--- src/rtl/pipe_stage_skid_if.sv ---
`default_nettype none
// +------------------------------------------------------------------+
// | pipe_stage_skid_if : valid/ready handshake bundle for a stage    |
// | Rev 1.0                                                          |
// +------------------------------------------------------------------+
interface pipe_stage_skid_if #(
  parameter int DATA_W = 32,
  parameter int CNT_W  = 16
);
  logic              in_valid;
  logic [DATA_W-1:0] in_data;
  logic              in_ready;
  logic              out_valid;
  logic [DATA_W-1:0] out_data;
  logic              out_ready;
  logic [1:0]        occupancy;
  logic [CNT_W-1:0]  stall_cnt;

  // Environment side: produces upstream payload, consumes downstream payload.
  modport master (
    output in_valid, in_data, out_ready,
    input  in_ready, out_valid, out_data, occupancy, stall_cnt
  );

  // Stage side.
  modport slave (
    input  in_valid, in_data, out_ready,
    output in_ready, out_valid, out_data, occupancy, stall_cnt
  );
endinterface
`default_nettype wire

--- src/rtl/pipe_stage_skid.sv ---
`default_nettype none
// +------------------------------------------------------------------+
// | pipe_stage_skid : pipeline register with 2-entry skid buffer,    |
// | flush and saturating stall counter.                  Rev 1.0     |
// +------------------------------------------------------------------+
module pipe_stage_skid #(
  parameter int                DATA_W     = 32,
  parameter int                CNT_W      = 16,
  parameter logic [DATA_W-1:0] RESET_DATA = '0
) (
  input  wire logic         clk_i,
  input  wire logic         rst_i,
  input  wire logic         flush_i,
  pipe_stage_skid_if.slave  bus
);

  localparam logic [CNT_W-1:0] C_CNT_MAX = {CNT_W{1'b1}};
  localparam logic [CNT_W-1:0] C_CNT_ONE = {{(CNT_W-1){1'b0}}, 1'b1};

  logic              m_valid_q, m_valid_d;
  logic [DATA_W-1:0] m_data_q,  m_data_d;
  logic              s_valid_q, s_valid_d;
  logic [DATA_W-1:0] s_data_q,  s_data_d;
  logic [CNT_W-1:0]  stall_cnt_q, stall_cnt_d;

  logic w_in_ready;
  logic w_in_xfer;
  logic w_out_xfer;

  // Ready never looks at out_ready, so upstream sees no combinational path.
  assign w_in_ready = ~s_valid_q & ~flush_i;
  assign w_in_xfer  = bus.in_valid & w_in_ready;
  assign w_out_xfer = m_valid_q & bus.out_ready;

  always_comb begin
    m_valid_d   = m_valid_q;
    m_data_d    = m_data_q;
    s_valid_d   = s_valid_q;
    s_data_d    = s_data_q;
    stall_cnt_d = stall_cnt_q;

    if (m_valid_q && !bus.out_ready && (stall_cnt_q != C_CNT_MAX)) begin
      stall_cnt_d = stall_cnt_q + C_CNT_ONE;
    end

    if (flush_i) begin
      m_valid_d = 1'b0;
      s_valid_d = 1'b0;
      m_data_d  = RESET_DATA;
    end else if (!m_valid_q) begin
      if (w_in_xfer) begin
        m_valid_d = 1'b1;
        m_data_d  = bus.in_data;
      end
    end else if (w_out_xfer) begin
      if (s_valid_q) begin
        m_data_d  = s_data_q;
        s_valid_d = 1'b0;
      end else if (w_in_xfer) begin
        m_data_d  = bus.in_data;
      end else begin
        m_valid_d = 1'b0;
      end
    end else if (w_in_xfer) begin
      s_valid_d = 1'b1;
      s_data_d  = bus.in_data;
    end
  end

  always_ff @(posedge clk_i or posedge rst_i) begin
    if (rst_i) begin
      m_valid_q   <= 1'b0;
      m_data_q    <= RESET_DATA;
      s_valid_q   <= 1'b0;
      s_data_q    <= RESET_DATA;
      stall_cnt_q <= '0;
    end else begin
      m_valid_q   <= m_valid_d;
      m_data_q    <= m_data_d;
      s_valid_q   <= s_valid_d;
      s_data_q    <= s_data_d;
      stall_cnt_q <= stall_cnt_d;
    end
  end

  assign bus.in_ready  = w_in_ready;
  assign bus.out_valid = m_valid_q;
  assign bus.out_data  = m_data_q;
  assign bus.occupancy = {1'b0, m_valid_q} + {1'b0, s_valid_q};
  assign bus.stall_cnt = stall_cnt_q;

endmodule
`default_nettype wire

--- src/flat_wrapper.sv ---
// flat-port wrapper written by rule: the top's interface ports become plain ports
module pipe_stage_skid_flat 
#(
  parameter int                DATA_W     = 32,
  parameter int                CNT_W      = 16,
  parameter logic [DATA_W-1:0] RESET_DATA = '0
)
  (clk_i, rst_i, flush_i, bus_in_valid, bus_in_data, bus_out_ready, bus_in_ready, bus_out_valid, bus_out_data, bus_occupancy, bus_stall_cnt);
  pipe_stage_skid_if #(.DATA_W(DATA_W), .CNT_W(CNT_W)) bus_i ();
  input  wire logic clk_i;
  input  wire logic rst_i;
  input  wire logic flush_i;
  input wire logic [$bits(bus_i.in_valid)-1:0] bus_in_valid;
  input wire logic [$bits(bus_i.in_data)-1:0] bus_in_data;
  input wire logic [$bits(bus_i.out_ready)-1:0] bus_out_ready;
  output wire logic [$bits(bus_i.in_ready)-1:0] bus_in_ready;
  output wire logic [$bits(bus_i.out_valid)-1:0] bus_out_valid;
  output wire logic [$bits(bus_i.out_data)-1:0] bus_out_data;
  output wire logic [$bits(bus_i.occupancy)-1:0] bus_occupancy;
  output wire logic [$bits(bus_i.stall_cnt)-1:0] bus_stall_cnt;
  assign bus_i.in_valid = bus_in_valid;
  assign bus_i.in_data = bus_in_data;
  assign bus_i.out_ready = bus_out_ready;
  assign bus_in_ready = bus_i.in_ready;
  assign bus_out_valid = bus_i.out_valid;
  assign bus_out_data = bus_i.out_data;
  assign bus_occupancy = bus_i.occupancy;
  assign bus_stall_cnt = bus_i.stall_cnt;
  pipe_stage_skid #(.DATA_W(DATA_W), .CNT_W(CNT_W), .RESET_DATA(RESET_DATA)) u_core (.clk_i(clk_i), .rst_i(rst_i), .flush_i(flush_i), .bus(bus_i));
endmodule
--- config.mk ---
export PLATFORM = sky130hd
export DESIGN_NAME = pipe_stage_skid_flat
export DESIGN_NICKNAME = d
export VERILOG_FILES = /design/src/rtl/pipe_stage_skid_if.sv /design/src/rtl/pipe_stage_skid.sv /design/src/flat_wrapper.sv
export SDC_FILE = /design/constraint.sdc
export NUM_CORES = 1
export LEC_CHECK = 0
export ABC_AREA = 1
export CORE_MARGIN = 10
export CORE_UTILIZATION = 45
export CTS_CLUSTER_SIZE = 40
export DETAILED_ROUTE_END_ITERATION = 12
export HOLD_SLACK_MARGIN = 0.03
export PLACE_DENSITY = 0.72
export SLEW_MARGIN = 20
export SYNTH_ARGS = -nofsm -noshare
export SYNTH_HDL_FRONTEND = slang
export SYNTH_SLANG_ARGS = --single-unit
--- constraint.sdc ---
create_clock -name clk_i -period 5.98 [get_ports clk_i]
set_input_delay 1.196 -clock clk_i [delete_from_list [all_inputs] [get_ports clk_i]]
set_output_delay 1.196 -clock clk_i [all_outputs]
set_load 0.01 [all_outputs]
==> impl_results.md, run 1 <==
* Logic pwr share at 20.4%
* Total of max-cap violations at 0
* Crit path kind: in2reg
* Crit path launch type: input pin
* PwrDens at 257 mW/mm^2
* R2R Path Start: u_core.bus.out_valid
* Boundary Pins at 89
* Part of the power in the clock network at 28.8%
* WL/cell at 14.7 um
* Lkg Pwr at 2.55 nW
* RePlAce Congestion at 0.857
* Post-CTS setup buffer count at 0
* CTS buffer count at 9
* Net Sw Frac at 30.6%
* Most frequent cells in the layout: nand2_1 (179), clkdlybuf4s50_1 (88), dfrtp_1 (82)
* Post-Layout Cell Count at 731
* CP required at 6280 ps
* Global-route wire length before repair at 18100 um
* Ant diodes at 0
* Detailed Place HPWL at 7180 um
* Worst Setup SP: flush_i
* Yosys top cell by area: dfrtp_1
* Worst setup EP type: register
* Yosys top cell area share at 49.6%
* Crit path time final at 3710 ps
* Root Buffer: clkbuf_8
* Final Net Count at 657
* Switching pwr at 0.412 mW
* FF+latch area at 0.00205 sq mm
* Commonest non-fill, non-tap cell in the layout: nand2_1
* Number of cells upsized or downsized after cts at 0
* Critical path's slowest cell: o21ai_1
* Pre-CTS setup slack at 1920 ps
* End of the critical path: u_core.bus.out_data[20]
* RSZ-0062 raised after global routing: false
* Vias per Instance at 5.22
* Sequential share of the synthesized area at 49.6%
* Reg2reg end: u_core.bus.out_data[20]
* Hold Path Class: reg2reg
* Clock skew at 8.90 ps
* Hold buffers post-CTS at 0
* Num Clock Sinks at 82
* Final hold slack at 526 ps
* Skew-Pair Late Insertion Delay at 370 ps
* Placed cell count at 715
* Reg2reg path depth at 5
* Post-DP Area at 0.00505 sq mm
* Max_slew headroom at 39.8%
* Htree depth at 3
* Final setup vio count at 0
* Max Slew Vio Count at 0
* Mapped Nets at 584
* Die Area at 0.0134 sq mm
* Cell Int Power at 0.933 mW
* Final hold viol count at 0
* Global Route Usage Sum at 16.5%
* Die Y-Extent at 116 um
* Area Overhead vs Synth at 26.7%
* Post-synthesis register bit count at 82
* Starting density of the core at 46.8%
* Netlist cell types at 25
* Routed Antenna Nets at 0
* Max Clk Rate at 270 MHz
* Finished Cell Area at 0.00524 sq mm
* Largest net degree at the start of global routing at 83
* Sequential power share at 50.8%
* Clk pin slew, worst setup/hold paths at 90 ps
* Total grt overflow at 0
* Final period util at 62.0%
* Synth Warn # at 0
* IR Drop Worst-Case VDD at 140 uV
* Worst Path Max Fanout at 35
* Fin util at 59.2%
* # DRC at 0
* Fillers at 830
* Worst slew pin tran at 897 ps
* Synth top area cells: dfrtp_1 (50%), nand2_1 (16%), nand3_1 (7.0%), inv_1 (5.2%), a21oi_1 (4.0%)
* Vias in the first global route at 3724
* Final WL at 10700 um
* Initial antenna violation count at 0
* Tot Pwr at 1.35 mW
* CTS tree: yes
* Area occupied by multi-input gates at 0.00174 sq mm
* Buffers on Ports at 88
* Initial DRC count at 216
* Clock tree buffer depth at 2
* Syn Inst Count at 545
* Row cnt at 34
* Initial DRT Pass Iterations at 4
* Fin Setup TNS at 0 ps
* Crit-path cells: clkdlybuf4s50_1 -> nor2_1 -> nand2_2 -> inv_1 -> o21ai_1 -> nand3_1 -> nand2_1
* Die width at 116 um
* Mapped Avg Cell Area at 7.59 sq um
* CP Data Arrival Time at 4010 ps
* Layout cells sized above 1 at 5.14%
* Post-Syn Area at 0.00414 sq mm
* Reg-to-reg slack, setup at 3210 ps
* Core area at 0.00885 sq mm
* PnR worst setup slack at 2270 ps
* Critical path's largest stage delay at 850 ps
* Outcome: finished, final reports clean
* Via Count at 3818
-- registers in the layout (all words and copies together), names as in the netlist --
signal	count
u_core.s_valid_q	1
u_core.bus.stall_cnt	16
u_core.s_data_q	32
u_core.bus.out_valid	1
u_core.bus.out_data	32
-- power by group through the flow --
stage	Sequential (mW)	Clock, mW	Combinational [mW]
after CTS	0.683	0.398	0.277
after floorplan	0.695	0	0.156
final	0.683	0.388	0.274
after detailed placement	0.694	0	0.275
after global placement	0.692	0	0.267
after global routing	0.696	0.417	0.308
-- per-layer routing --
layer,global-route usage [%],vias up,wire length [um],share of wire [%]
met5,0,-,0,0
met4,6.42,0,163,1.5
met3,4.70,13,824,7.7
met2,27.2,105,5240,49
met1,19.9,1807,4510,42
li1,-,1893,-,-
-- worst min-delay path by stage --
stage	startpoint	end	slack, ps	cells past startpoint
after global routing	u_core.bus.out_data[21]	u_core.bus.out_data[21]	560	2
after CTS	u_core.bus.out_data[27]	u_core.bus.out_data[27]	530	2
after detailed placement	u_core.bus.out_data[29]	u_core.bus.out_data[29]	500	2
after global placement	u_core.bus.out_data[25]	u_core.bus.out_data[25]	500	2
final	u_core.bus.out_data[22]	u_core.bus.out_data[22]	530	2
after floorplan	u_core.s_data_q[20]	u_core.s_data_q[20]	500	2
-- Yosys cell counts (all sizes together) --
library cell and instances:
o22ai 20, a211oi 1, buf 16, xnor2 7
dfrtp 82, clkbuf 12, o21ai 30, a31oi 1
inv 60, nand3 59, nand4 5, nor2 35
ha 2, a21oi 33, nand2 182
-- cell type report --
| cell class | count | share of cell area (%) |
|---|---|---|
| well taps | 108 | 2.58 |
| multi-input cells | 375 | 33.2 |
| clock inverters | 6 | 0.931 |
| clock buffers | 10 | 2.63 |
| inverters | 60 | 4.32 |
| repair buffers | 90 | 17.2 |
| flip-flops and latches | 82 | 39.2 |
-- worst max-delay path, delay by kind of cell --
family | cells | cell delay (ps)
AOI/OAI and AO/OA | 1 | 850
buffers and inverters | 2 | 1060
and+or+nand+nor | 4 | 890
-- logic make-up after synthesis --
| family | after synthesis | share of synthesized area [%] |
|---|---|---|
| simple gates | 281 | 28.6 |
| buf+inv | 88 | 8.50 |
| compound gates | 85 | 11.2 |
| flops | 82 | 49.6 |
| xor+xnor | 7 | 1.48 |
| fa+ha+maj | 2 | 0.605 |
(Power assumes the default switching activity.)
==> run 2, diff against run 1 <==
- PLACE_DENSITY: 0.72 -> 0.75
- clock period: 5.98 -> 3.1 ns (I/O delays scaled with it)
==> run 2 against run 1 <==
Effect of this change:
- clock-buffer cell count up 3
- die area stayed put
- critical path type is now in2out
- non-clock buffer count rose by 8
==> impl_results.md, run 2 (synthesis results as in run 1) <==
* Via Count at 3804
* Worst setup EP type: primary output
* Max Slew Vio Count at 0
* Post-CTS setup buffer count at 0
* Boundary Pins at 89
* Most numerous cell on the critical path: clkdlybuf4s50_1
* FF+latch area at 0.00205 sq mm
* Area Overhead vs Synth at 27.8%
* Row cnt at 34
* Initial DRT Pass Iterations at 5
* Global Route Usage Sum at 16.6%
* Fin util at 59.8%
* CP required at 2480 ps
* Logic pwr share at 21.0%
* Final Net Count at 665
* PwrDens at 484 mW/mm^2
* Outcome: finished, final reports clean
* CTS tree: yes
* Finished Cell Area at 0.00529 sq mm
* Lkg Pwr at 2.60 nW
* Tot Pwr at 2.56 mW
* Crit path kind: in2out
* Buffers on Ports at 88
* Initial DRC count at 224
* Detailed Place HPWL at 7590 um
* Hold Path Class: reg2reg
* Worst Path Max Fanout at 4
* RSZ-0062 raised after global routing: false
* Root Buffer: clkbuf_8
* Final period util at 81.4%
* IR Drop Worst-Case VDD at 219 uV
* # DRC at 0
* Cell Int Power at 1.82 mW
* Routed Antenna Nets at 0
* PnR worst setup slack at 577 ps
* Post-DP Area at 0.00512 sq mm
* Placed cell count at 723
* WL/cell at 14.8 um
* Worst path top cell family by delay: buffers and inverters
* Area occupied by multi-input gates at 0.00173 sq mm
* Pre-CTS setup slack at 576 ps
* Total grt overflow at 0
* Hold buffers post-CTS at 0
* Final hold viol count at 0
* Vias per Instance at 5.15
* Final setup vio count at 0
* Post-Layout Cell Count at 738
* Commonest non-fill, non-tap cell in the layout: nand2_1
* RePlAce Congestion at 0.815
* Total of max-cap violations at 0
* Switching pwr at 0.745 mW
* Critical path's largest stage delay at 590 ps
* Layout cells sized above 1 at 5.71%
* Die width at 116 um
* Final hold slack at 514 ps
* Final WL at 10900 um
* Worst slew pin tran at 826 ps
* Die Area at 0.0134 sq mm
* Vias in the first global route at 3826
* CP Data Arrival Time at 1900 ps
* Critical path's slowest cell: clkdlybuf4s50_1
* Fillers at 824
* Most frequent cells in the layout: nand2_1 (180), clkdlybuf4s50_1 (88), dfrtp_1 (82)
* Crit-path cells: clkdlybuf4s50_1 -> nor2_1 -> clkdlybuf4s50_1
* CTS buffer count at 9
* Initial antenna violation count at 0
* Die Y-Extent at 116 um
* Part of the power in the clock network at 27.5%
* Clock tree buffer depth at 2
* Fin Setup TNS at 0 ps
* Largest net degree at the start of global routing at 48
* Sequential power share at 51.5%
* Starting density of the core at 46.8%
* Global-route wire length before repair at 18200 um
* Core area at 0.00885 sq mm
* Ant diodes at 0
* Clk pin slew, worst setup/hold paths at 80 ps
* Htree depth at 3
* Crit path launch type: input pin
* Max_slew headroom at 44.9%
* Skew-Pair Late Insertion Delay at 340 ps
* Max Clk Rate at 396 MHz
* Crit path time final at 2520 ps
* Net Sw Frac at 29.1%
* Critical path buffer and inverter count at 2
* Clock skew at 12.9 ps
* Number of cells upsized or downsized after cts at 0
* Num Clock Sinks at 82
[run 2: final timing paths]
kind | depth (start not counted) | endpoint | startpoint | slack [ps]
min | 2 | u_core.bus.out_data[21] | u_core.bus.out_data[21] | 510
max | 3 | bus_in_ready | flush_i | 580
min reg2reg | 2 | u_core.bus.out_data[21] | u_core.bus.out_data[21] | 510
max reg2reg | 6 | u_core.bus.out_data[31] | u_core.bus.out_valid | 1240
min in group asynchronous | 2 | u_core.bus.out_data[0] | rst_i | 730
max in group asynchronous | 3 | u_core.s_data_q[3] | rst_i | 1700
[run 2: per-layer routing]
metal | global-route usage, % | vias up | part of all wire, %
met5 | 0 | - | 0
met4 | 7.59 | 0 | 2.2
met3 | 3.88 | 17 | 6.9
met2 | 28.6 | 106 | 51
met1 | 19.1 | 1777 | 40
li1 | - | 1904 | -
[run 2: final cells by class]
| cell class | count | share of cell area, % |
|---|---|---|
| sequential | 82 | 38.8 |
| multi-input combinational | 375 | 32.8 |
| timing repair buffer | 98 | 18.3 |
| inverter | 60 | 4.28 |
| clock buffer | 13 | 3.01 |
| tap | 108 | 2.56 |
| clock inverter | 2 | 0.237 |
[run 2: worst reg2reg max path: stages (launching register included)]
cell and delay (ps):
dfrtp_1 450, nand2_1 90, buf_4 260, inv_2 60, o21ai_1 650, nand3_1 170, nand2_1 120
[run 2: power by group through the flow]
stage               clock network, mW  registers [mW]  logic (mW)
floorplan                           0            1.34       0.302
global route                    0.761            1.34       0.601
detailed placement                  0            1.34       0.542
finish                          0.704            1.32       0.538
global placement                    0            1.33       0.521
CTS                             0.717            1.32       0.544
